$ cat src/rtl/upc_mon_pkg.sv
// Shared state encodings and the saturating-increment helper for the loop
// activity monitor.
package upc_mon_pkg;

  typedef enum logic [1:0] {
    M_IDLE = 2'd0,
    M_BUSY = 2'd1,
    M_DONE = 2'd2
  } mod_state_e;

  typedef enum logic [1:0] {
    L_IDLE   = 2'd0,
    L_ACTIVE = 2'd1,
    L_HOLD   = 2'd2
  } loop_state_e;

  localparam int unsigned MAX_CNT_W = 64;

  // Callers zero-extend into the wide argument and truncate the result back.
  function automatic logic [MAX_CNT_W-1:0] sat_inc(input logic [MAX_CNT_W-1:0] value,
                                                   input int unsigned width);
    logic [MAX_CNT_W-1:0] maxVal;
    maxVal = {MAX_CNT_W{1'b1}} >> (MAX_CNT_W - width);
    return (value >= maxVal) ? maxVal : value + 1'b1;
  endfunction

endpackage

$ cat src/rtl/sat_counter.sv
// Event counter that saturates at all-ones and holds while frozen.
module sat_counter #(
  parameter int unsigned CNT_W = 32
) (
  input  logic             clock,
  input  logic             reset,
  input  logic             inc_i,
  input  logic             freeze_i,
  output logic [CNT_W-1:0] count_o
);
  import upc_mon_pkg::*;

  logic [CNT_W-1:0] count_q, count_d;

  always_comb begin
    count_d = count_q;
    if (inc_i && !freeze_i) begin
      count_d = CNT_W'(sat_inc(MAX_CNT_W'(count_q), CNT_W));
    end
  end

  always_ff @(posedge clock or negedge reset) begin
    if (!reset) begin
      count_q <= '0;
    end else begin
      count_q <= count_d;
    end
  end

  assign count_o = count_q;

endmodule

$ cat src/rtl/upc_loop_activity_counter.sv
// Passive observer of an HLS pipelined loop and its enclosing module: counts
// transactions, invocations, iterations and stalls, and records loop latency.
module upc_loop_activity_counter #(
  parameter int unsigned STATE_W = 1,
  parameter int unsigned CNT_W   = 32
) (
  input  logic               clock,
  input  logic               reset,
  input  logic               ap_start,
  input  logic               ap_ready,
  input  logic               ap_done,
  input  logic               ap_continue,
  input  logic [STATE_W-1:0] cur_state,
  input  logic [STATE_W-1:0] iter_start_state,
  input  logic [STATE_W-1:0] iter_end_state,
  input  logic [STATE_W-1:0] quit_state,
  input  logic               iter_start_block,
  input  logic               iter_end_block,
  input  logic               quit_block,
  input  logic               iter_start_enable,
  input  logic               iter_end_enable,
  input  logic               quit_enable,
  input  logic               loop_start,
  input  logic               loop_ready,
  input  logic               loop_done,
  input  logic               loop_continue,
  input  logic               quit_at_end,
  input  logic               finish,
  output logic               mod_busy,
  output logic               loop_busy,
  output logic [CNT_W-1:0]   mod_txn_cnt,
  output logic [CNT_W-1:0]   loop_inv_cnt,
  output logic [CNT_W-1:0]   iter_start_cnt,
  output logic [CNT_W-1:0]   iter_end_cnt,
  output logic [CNT_W-1:0]   stall_cnt,
  output logic [CNT_W-1:0]   last_latency,
  output logic               frozen
);
  import upc_mon_pkg::*;

  mod_state_e       modState_q, modState_d;
  loop_state_e      loopState_q, loopState_d;
  logic [CNT_W-1:0] latAcc_q, latAcc_d;
  logic [CNT_W-1:0] lastLat_q, lastLat_d;
  logic [CNT_W-1:0] latNext;
  logic             frozen_q;
  logic             startEv, endEv, stallEv;
  logic             modTxnInc, loopInvInc;
  logic             unused_inputs;

  // Loop completion comes from loop_done alone; the quit-stage and ready
  // signals are observed but never qualify anything.
  assign unused_inputs = ^{ap_ready, quit_state, quit_enable, quit_at_end, loop_ready};

  assign startEv = (cur_state == iter_start_state) && iter_start_enable && !iter_start_block;
  assign endEv   = (cur_state == iter_end_state) && iter_end_enable && !iter_end_block;
  assign stallEv = (loopState_q != L_IDLE) && (iter_start_block || iter_end_block || quit_block);

  always_comb begin
    modState_d = modState_q;
    modTxnInc  = 1'b0;
    case (modState_q)
      M_IDLE: if (ap_start) modState_d = M_BUSY;
      M_BUSY: begin
        if (ap_done) begin
          if (ap_continue) begin
            modTxnInc  = 1'b1;
            modState_d = ap_start ? M_BUSY : M_IDLE;
          end else begin
            modState_d = M_DONE;
          end
        end
      end
      M_DONE: begin
        if (ap_continue) begin
          modTxnInc  = 1'b1;
          modState_d = M_IDLE;
        end
      end
      default: modState_d = M_IDLE;
    endcase
  end

  // The accumulator counts the start cycle as 1, so the captured latency
  // includes both the start and the completing cycle.
  always_comb begin
    latNext     = CNT_W'(sat_inc(MAX_CNT_W'(latAcc_q), CNT_W));
    loopState_d = loopState_q;
    latAcc_d    = latAcc_q;
    lastLat_d   = lastLat_q;
    loopInvInc  = 1'b0;
    case (loopState_q)
      L_IDLE: begin
        if (loop_start) begin
          loopState_d = L_ACTIVE;
          latAcc_d    = CNT_W'(1);
        end
      end
      L_ACTIVE: begin
        latAcc_d = latNext;
        if (loop_done) begin
          if (loop_continue) begin
            loopInvInc = 1'b1;
            lastLat_d  = latNext;
            if (loop_start) begin
              latAcc_d = CNT_W'(1);
            end else begin
              loopState_d = L_IDLE;
            end
          end else begin
            loopState_d = L_HOLD;
          end
        end
      end
      L_HOLD: begin
        latAcc_d = latNext;
        if (loop_continue) begin
          loopInvInc  = 1'b1;
          lastLat_d   = latNext;
          loopState_d = L_IDLE;
        end
      end
      default: loopState_d = L_IDLE;
    endcase
  end

  always_ff @(posedge clock or negedge reset) begin
    if (!reset) begin
      modState_q  <= M_IDLE;
      loopState_q <= L_IDLE;
      latAcc_q    <= '0;
      lastLat_q   <= '0;
      frozen_q    <= 1'b0;
    end else if (!frozen_q) begin
      modState_q  <= modState_d;
      loopState_q <= loopState_d;
      latAcc_q    <= latAcc_d;
      lastLat_q   <= lastLat_d;
      frozen_q    <= finish;
    end
  end

  sat_counter #(.CNT_W(CNT_W)) uModTxn (
    .clock(clock), .reset(reset), .inc_i(modTxnInc), .freeze_i(frozen_q), .count_o(mod_txn_cnt)
  );

  sat_counter #(.CNT_W(CNT_W)) uLoopInv (
    .clock(clock), .reset(reset), .inc_i(loopInvInc), .freeze_i(frozen_q), .count_o(loop_inv_cnt)
  );

  sat_counter #(.CNT_W(CNT_W)) uIterStart (
    .clock(clock), .reset(reset), .inc_i(startEv), .freeze_i(frozen_q), .count_o(iter_start_cnt)
  );

  sat_counter #(.CNT_W(CNT_W)) uIterEnd (
    .clock(clock), .reset(reset), .inc_i(endEv), .freeze_i(frozen_q), .count_o(iter_end_cnt)
  );

  sat_counter #(.CNT_W(CNT_W)) uStall (
    .clock(clock), .reset(reset), .inc_i(stallEv), .freeze_i(frozen_q), .count_o(stall_cnt)
  );

  assign mod_busy     = (modState_q != M_IDLE);
  assign loop_busy    = (loopState_q != L_IDLE);
  assign last_latency = lastLat_q;
  assign frozen       = frozen_q;

endmodule

$ cat config.mk
export PLATFORM = sky130hd
export DESIGN_NAME = upc_loop_activity_counter
export DESIGN_NICKNAME = d
export VERILOG_FILES = /design/src/rtl/upc_mon_pkg.sv /design/src/rtl/sat_counter.sv /design/src/rtl/upc_loop_activity_counter.sv
export SDC_FILE = /design/constraint.sdc
export NUM_CORES = 1
export LEC_CHECK = 0
export BUFFER_PORTS_ARGS = -buffer_cell sky130_fd_sc_hd__buf_4
export CORE_AREA = 2 2 168 170
export DETAILED_ROUTE_END_ITERATION = 8
export DIE_AREA = 0 0 170 172
export GPL_ROUTABILITY_DRIVEN = 0
export GPL_TIMING_DRIVEN = 0
export PLACE_DENSITY = 0.66
export SYNTH_ARGS = -nofsm -noshare
export SYNTH_HDL_FRONTEND = slang
export SYNTH_SLANG_ARGS = --single-unit
$ cat constraint.sdc
create_clock -name clock -period 3.7 [get_ports clock]
set_input_delay 0.74 -clock clock [delete_from_list [all_inputs] [get_ports clock]]
set_output_delay 0.74 -clock clock [all_outputs]
set_load 0.01 [all_outputs]
======== After elaboration in Yosys (flattened, before gate mapping) ========
Cells that the tools add are included.
Widths: inputs -> output; s select.
cells by class
  $add $sub $neg .......................... 6
  order comparisons ....................... 6
  eq/ne operators ......................... 13
  muxes and demuxes ....................... 33
  bitwise gates (word level) .............. 1
  reductions and logical operators ........ 25
operator list
  cell                   number
  $mux 32                12
  $add 32x1->32 const B  6
  $ge 32x32->1 const B   6
  $pmux 32 s3            1
  $pmux 32 s2            1
  $mux 2                 9
  $ne 2x2->1 const B     6
  $pmux 2 s3             2
  $logic_and 1x1->1      10
  $mux 1                 6
  $reduce_and 3->1       2
  $reduce_bool 2->1      3
  $reduce_and 5->1       1
  $eq 2x1->1 const B     2
  $eq 2x2->1 const B     2
  $logic_not 2->1        2
  $pmux 1 s2             2
  $reduce_and 4->1       1
  $logic_not 1->1        3
  $ne 3x3->1 const B     1
  $reduce_bool 3->1      1
  $eq 1x1->1             2
  $logic_or 1x1->1       2
  $not 1->1              1
storage, ports and cells
  flip-flop bits (word level) ............. 229
  input port bits ......................... 22
  output and inout port bits .............. 195
  word-level logic and storage cells ...... 94

======== Depth between registers and ports, before layout ========
  depth after elaboration ................. 6
  mapped depth ............................ 9
  mapped depth without buffers ............ 7

======== Cells and area by module ========
A second synthesis with hierarchy kept.
unflattened totals
  cells, all modules ...................... 1300
  area, all modules ....................... 12597.1 um2
by module, submodules not included
  module                     times used  cells an instance  area each (um2)
  sat_counter                5           171                1727.9
  upc_loop_activity_counter  1           445                3957.5

======== Worst setup path after synthesis ========
Ideal clock, no wire load.
  kind .................................... input-to-reg
  start point ............................. input iter_end_block
  end point ............................... register uIterEnd.count_q[4] (netlist: uIterEnd.count_o[4])
  library setup time ...................... 65 ps
  data arrival time ....................... 2299 ps
  required time ........................... 3635 ps
  path slack .............................. 1336 ps
  stages on the path ...................... 7
  path buffers ............................ 2
  cell sequence ........................... or3b_4 -> nor3_4 -> nand3_2 -> or3_1 -> buf_2 -> buf_6 -> nand2_1
between the ends
  word-level cells in the longest chain between the ends .. 3
RTL lines
  what                  RTL line                         source
  start, declared       upc_loop_activity_counter.sv:18  input logic iter_end_block,
  $logic_not 1->1       upc_loop_activity_counter.sv:56  assign endEv = (cur_state == iter_end_state) && iter_end_enable && !iter_end_block;
  $logic_and 1x1->1     upc_loop_activity_counter.sv:56
  $logic_and 1x1->1     sat_counter.sv:17                if (inc_i && !freeze_i) begin
  end signal, assigned  sat_counter.sv:26                count_q <= count_d;
  end, declared         sat_counter.sv:13                logic [CNT_W-1:0] count_q, count_d;
No other way between the ends.
A chain may end at the register's enable or synchronous reset.

======== Final worst setup path ========
  start point ............................. register latAcc_q[0]
  end point ............................... register lastLat_q[14] (netlist: last_latency[14])
between the ends
  word-level cells in the longest chain between the ends .. 5
RTL lines
  what                                           RTL line                                                            source
  start, declared                                upc_loop_activity_counter.sv:43                                     logic [CNT_W-1:0] latAcc_q, latAcc_d;
  start signal, assigned                         upc_loop_activity_counter.sv:137                                    latAcc_q <= latAcc_d;
  $add 32x1->32 or $ge 32x32->1 (tied branches)  upc_mon_pkg.sv:24                                                   return (value >= maxVal) ? maxVal : value + 1'b1;
  $mux 32 *                                      upc_mon_pkg.sv:24
  $mux 32 *                                      upc_loop_activity_counter.sv:102, upc_loop_activity_counter.sv:117
  $mux 32                                        upc_loop_activity_counter.sv:101                                    if (loop_done) begin
  $pmux 32 s2 *                                  upc_loop_activity_counter.sv:92                                     case (loopState_q)
  end signal, assigned                           upc_loop_activity_counter.sv:138                                    lastLat_q <= lastLat_d;
  end, declared                                  upc_loop_activity_counter.sv:44                                     logic [CNT_W-1:0] lastLat_q, lastLat_d;
Mark *: on every way between the ends. The rest lies on a longest branch, timed or not. The select of a mux whose other input is x is not followed.

==> flow_summary_export.csv <==
group,metric,value,unit
run,maxCapViolCount,0,
die,chipWidth,170,um
critical_path,r2r_setup_slack,0.82,ns
logic_synthesis,async_flop_share,1.000,
finish,layout.cell_area.non_filler,15160,sq um
worst_hold_path,hold_class,"input port to async pin",
finish,layout-drive-gt1-share,0.2006,
placement,place.port_buffers,211,
logic_synthesis,yosysTopAreaCellShare,0.4694,
logic_synthesis,main_combinational_cell_family_by_area_after_synthesis,"simple AND/OR/NAND/NOR gates",
timing,final.period_utilization,0.7794,
power_and_ir_drop,power.net_switching,1.196,mW
critical_path,max_stage_delay,0.53,ns
critical_path,worstReg2RegStart,"latAcc_q[0]",
global_routing,grt_overflow_total,0,
finish,final_net_count,1601,
die,rows,61,
route,wire_per_inst,16.98,um
power_and_ir_drop,p_sw_frac,0.2190,
route,route.detailed.vias_per_inst,5.611,
logic_synthesis,post_synth_edffs,0,
critical_path,worstPathCellList,"ha_1 -> nand4_1 -> or3_1 -> buf_2 -> nor3_2 -> nor2_1 -> clkbuf_1 -> a21oi_1",
timing,slew_headroom,0.2231,
global_routing,grt_pass1_vias,10070,
placement,dp_hpwl,23440,um
timing,fin_crit,2.884,ns
timing,fin_ws,0.8163,ns
route,detail_route.first_pass.iterations,8,
global_routing,grt_first_pass_wirelength,52940,um
finish,antennaDiodeCount,0,
finish,syn_to_final_growth,24.16,%
cts,post-cts-setup-buffer-count,0,
timing,unrepaired_setup_endpoints_after_global_routing,"false",
critical_path,worst-r2r-cell-count,8,
route,drt_iter0_markers,767,
cts,postCtsHoldBufs,0,
critical_path,timing.critical_path.arrival,3.34,ns
cts,clk_path_buf_depth,3,
die,top_level_ports,217,
route,drc,0,
logic_synthesis,postSynthNetCount,1361,
finish,post-route-util,0.5517,
logic_synthesis,synth.mux.area_fraction,0.01455,
global_routing,globalRouteTotalUtil,0.2224,
power_and_ir_drop,internal_power,4.264,mW
route,routed_wl,32790,um
placement,dpl_cell_area,14260,sq um
power_and_ir_drop,cellLeakagePower,7.273,nW
cts,tritoncts,"done",
timing,finalClockSkew,0.01260,ns
logic_synthesis,ys_ff_latch,229,
timing,hold_viol_final,0,
status,outcome,"completed",
logic_synthesis,syn-instance-count,1326,
critical_path,category_of_the_worst_setup_path_launch_point,"flip-flop",
power_and_ir_drop,vdd_drop_max,261.0,uV
critical_path,end_kind,"flip-flop",
critical_path,worst-setup-path-type,"flip-flop to flip-flop",
global_routing,grt_max_degree,120,
die,core-area,27480,sq um
power_and_ir_drop,power_density,360.1,nW/um^2
logic_synthesis,synth-compound-area-share,0.09039,
placement,place.detailed.instances,1884,
cts,ctsResizeCount,0,
die,initial_utilization,0.4444,
finish,final_cell_count_no_fill,1931,
die,die_area,29240,sq um
critical_path,worst_ep_required_time,4.15,ns
timing,drv_slew,0,
finish,multi_input_comb_area,6072,sq um
critical_path,top_delay_family_on_crit_path,"simple AND/OR/NAND/NOR gates",
logic_synthesis,syn-mean-instance-area,9.208,sq um
critical_path,rr_endpoint,"last_latency[14]",
timing,setup_violations,0,
cts,root_buffer,"sky130_fd_sc_hd__clkbuf_16",
critical_path,worst_path_cell_with_the_longest_stage_delay,"sky130_fd_sc_hd__dfrtp_1",
logic_synthesis,synth_top_cells_by_area,"sky130_fd_sc_hd__dfrtp_1 (47%), sky130_fd_sc_hd__nand2_1 (6.4%), sky130_fd_sc_hd__xnor2_1 (5.3%)",
cts,clkSlewWorstSetupHoldPaths,0.06,ns
cts,clock_tree.htree_level_count,1,
logic_synthesis,post-synth-top-area-cell,"sky130_fd_sc_hd__dfrtp_1",
power_and_ir_drop,power.share.sequential,0.468,
critical_path,worst-path-buf-inv,2,
route,vias,10830,
power_and_ir_drop,power_frac_clock,0.494,
placement,dp_worst_setup_slack,0.8568,ns
global_routing,antenna_found_initial,0,
cts,tritoncts_num_sinks,229,
finish,fillers,2478,
power_and_ir_drop,comb_power_share,0.038,
timing,max_freq,0.3468,GHz
critical_path,worstPathMaxFanout,10,
logic_synthesis,synth_fa_ha_area_frac,0.01332,
logic_synthesis,post_synth_instance_area,12210,sq um
cts,later_pin_clock_latency_in_the_skew_report,0.54,ns
timing,worst_pin_slew,1.156,ns
logic_synthesis,synthesis.yosys.warnings,0,
finish,ff_latch_area,5731,sq um
die,die_height,172,um
logic_synthesis,synthDistinctLibCells,63,
logic_synthesis,synth_simple_gate_area_frac,0.2851,
cts,tritoncts.num_buffers,26,
route,final_antenna_net_count,0,
timing,final.setup.tns,0,ns
logic_synthesis,synth_seq_area_share,0.4694,
logic_synthesis,synthXorXnorAreaFrac,0.09397,
logic_synthesis,ys.flop_type,"sky130_fd_sc_hd__dfrtp_1",
-- area by class of cell --
type                    instances  share of cell area
well taps                     346             0.02856
flip-flops and latches        229              0.3780
multi-input cells            1002              0.4005
repair buffers                212              0.1068
inverters                      35            0.008666
plain buffers                  60             0.01816
clock buffers                  39             0.05150
clock inverters                 8            0.007758
-- stage by stage --
| step | power (mW) | hold WS [ns] |
|---|---|---|
| 2_1_floorplan | 2.678 | 0.4444 |
| 3_3_place_gp | 2.803 | 0.4733 |
| 3_5_place_dp | 2.811 | 0.4771 |
| 4_1_cts | 5.525 | 0.3143 |
| 5_1_grt | 5.662 | 0.3129 |
| 6_report | 5.459 | 0.2579 |
-- cells by family (layout without fill, tap and decap cells) --
group | count (synthesis) | in the layout
mux | 16 | 16
simple gates | 658 | 658
fa+ha+maj | 13 | 13
buf+inv | 95 | 354
compound gates | 184 | 184
xor+xnor | 131 | 131
flops | 229 | 229
-- cells in the mapped netlist (4+ instances only) --
master and count:
sky130_fd_sc_hd__o31ai_1 9, sky130_fd_sc_hd__clkbuf_1 36, sky130_fd_sc_hd__or2_2 5, sky130_fd_sc_hd__nor2b_1 5, sky130_fd_sc_hd__nand4_1 59, sky130_fd_sc_hd__nor3_1 45, sky130_fd_sc_hd__inv_1 35, sky130_fd_sc_hd__o21ai_0 62
sky130_fd_sc_hd__and2_1 10, sky130_fd_sc_hd__xnor2_1 74, sky130_fd_sc_hd__o2bb2ai_1 11, sky130_fd_sc_hd__nor2_1 88, sky130_fd_sc_hd__dfrtp_1 229, sky130_fd_sc_hd__a21o_1 4, sky130_fd_sc_hd__or4_1 8, sky130_fd_sc_hd__nand3_1 88
sky130_fd_sc_hd__nand2_1 207, sky130_fd_sc_hd__buf_2 17, sky130_fd_sc_hd__mux2_2 14, sky130_fd_sc_hd__and3_1 24, sky130_fd_sc_hd__ha_1 13, sky130_fd_sc_hd__and4_1 26, sky130_fd_sc_hd__a31oi_1 22, sky130_fd_sc_hd__nand2b_1 4
sky130_fd_sc_hd__nor4_1 24, sky130_fd_sc_hd__xor2_1 57, sky130_fd_sc_hd__a41oi_1 7, sky130_fd_sc_hd__or3_1 25, sky130_fd_sc_hd__nand3b_1 8, sky130_fd_sc_hd__nor3_2 6, sky130_fd_sc_hd__a21oi_1 50
-- registers in the layout, indices dropped and copies added (netlist names) --
signal,flops
frozen,1
last_latency,32
latAcc_q,32
loopState_q,2
modState_q,2
uIterEnd.count_o,32
uIterStart.count_o,32
uLoopInv.count_o,32
uModTxn.count_o,32
uStall.count_o,32
-- cells in the final DEF (no fill, tap or decap), drive strengths merged, types with 3 or more instances in the layout --
| master | instances |
|---|---|
| ha | 13 |
| clkinv | 4 |
| nor3b | 4 |
| and2 | 10 |
| inv | 35 |
| a41oi | 7 |
| mux2 | 14 |
| o22ai | 3 |
| a22oi | 3 |
| nor2 | 88 |
| a31oi | 22 |
| bufinv | 3 |
| and4 | 26 |
| nand2b | 4 |
| dfrtp | 229 |
| a21oi | 50 |
| nand4 | 61 |
| o21ai | 63 |
| or3b | 5 |
| and3 | 24 |
| a21o | 4 |
| nor4 | 29 |
| a22o | 3 |
| o21a | 3 |
| o31ai | 9 |
| clkbuf | 77 |
| nor3 | 52 |
| nand3b | 9 |
| xor2 | 57 |
| nand2 | 207 |
| o2bb2ai | 11 |
| or2 | 6 |
| xnor2 | 74 |
| nand3 | 90 |
| nor2b | 5 |
| or3 | 25 |
| or4 | 8 |
| buf | 234 |
-- worst register-to-register path, cell delays in order, from the launching register on --
cell and delay (ns):
sky130_fd_sc_hd__dfrtp_1 0.53, sky130_fd_sc_hd__ha_1 0.33, sky130_fd_sc_hd__nand4_1 0.20, sky130_fd_sc_hd__or3_1 0.37, sky130_fd_sc_hd__buf_2 0.20, sky130_fd_sc_hd__nor3_2 0.42, sky130_fd_sc_hd__nor2_1 0.18, sky130_fd_sc_hd__clkbuf_1 0.34
sky130_fd_sc_hd__a21oi_1 0.22
-- worst max-delay path by stage --
stage               slack, ns  depth (start not counted)                   to      startpoint
floorplan                1.34                          7  uIterEnd.count_o[4]  iter_end_block
global placement         0.04                          1  uModTxn.count_o[27]           reset
detailed placement       0.86                          8  uIterEnd.count_o[7]  iter_end_block
CTS                      0.86                          8     last_latency[25]     latAcc_q[0]
global route             0.60                          8     last_latency[14]     latAcc_q[0]
finish                   0.82                          8     last_latency[14]     latAcc_q[0]
-- metal layers --
layer  routed length, um  GRT usage  vias up
li1                    -          -     5207
met1               14540     0.3053     5240
met2               14950     0.3546      342
met3                2749    0.05905       45
met4                 546    0.04980        0
met5                   0          0        -
-- power groups by stage --
stage | Combinational, mW | Sequential (mW) | Clock, mW
after floorplan | 0.0756 | 2.60 | 0
after global placement | 0.203 | 2.60 | 0
after detailed placement | 0.211 | 2.60 | 0
after CTS | 0.212 | 2.55 | 2.76
after global routing | 0.236 | 2.56 | 2.87
final | 0.207 | 2.56 | 2.70
Power figures use the tool's default switching activity.
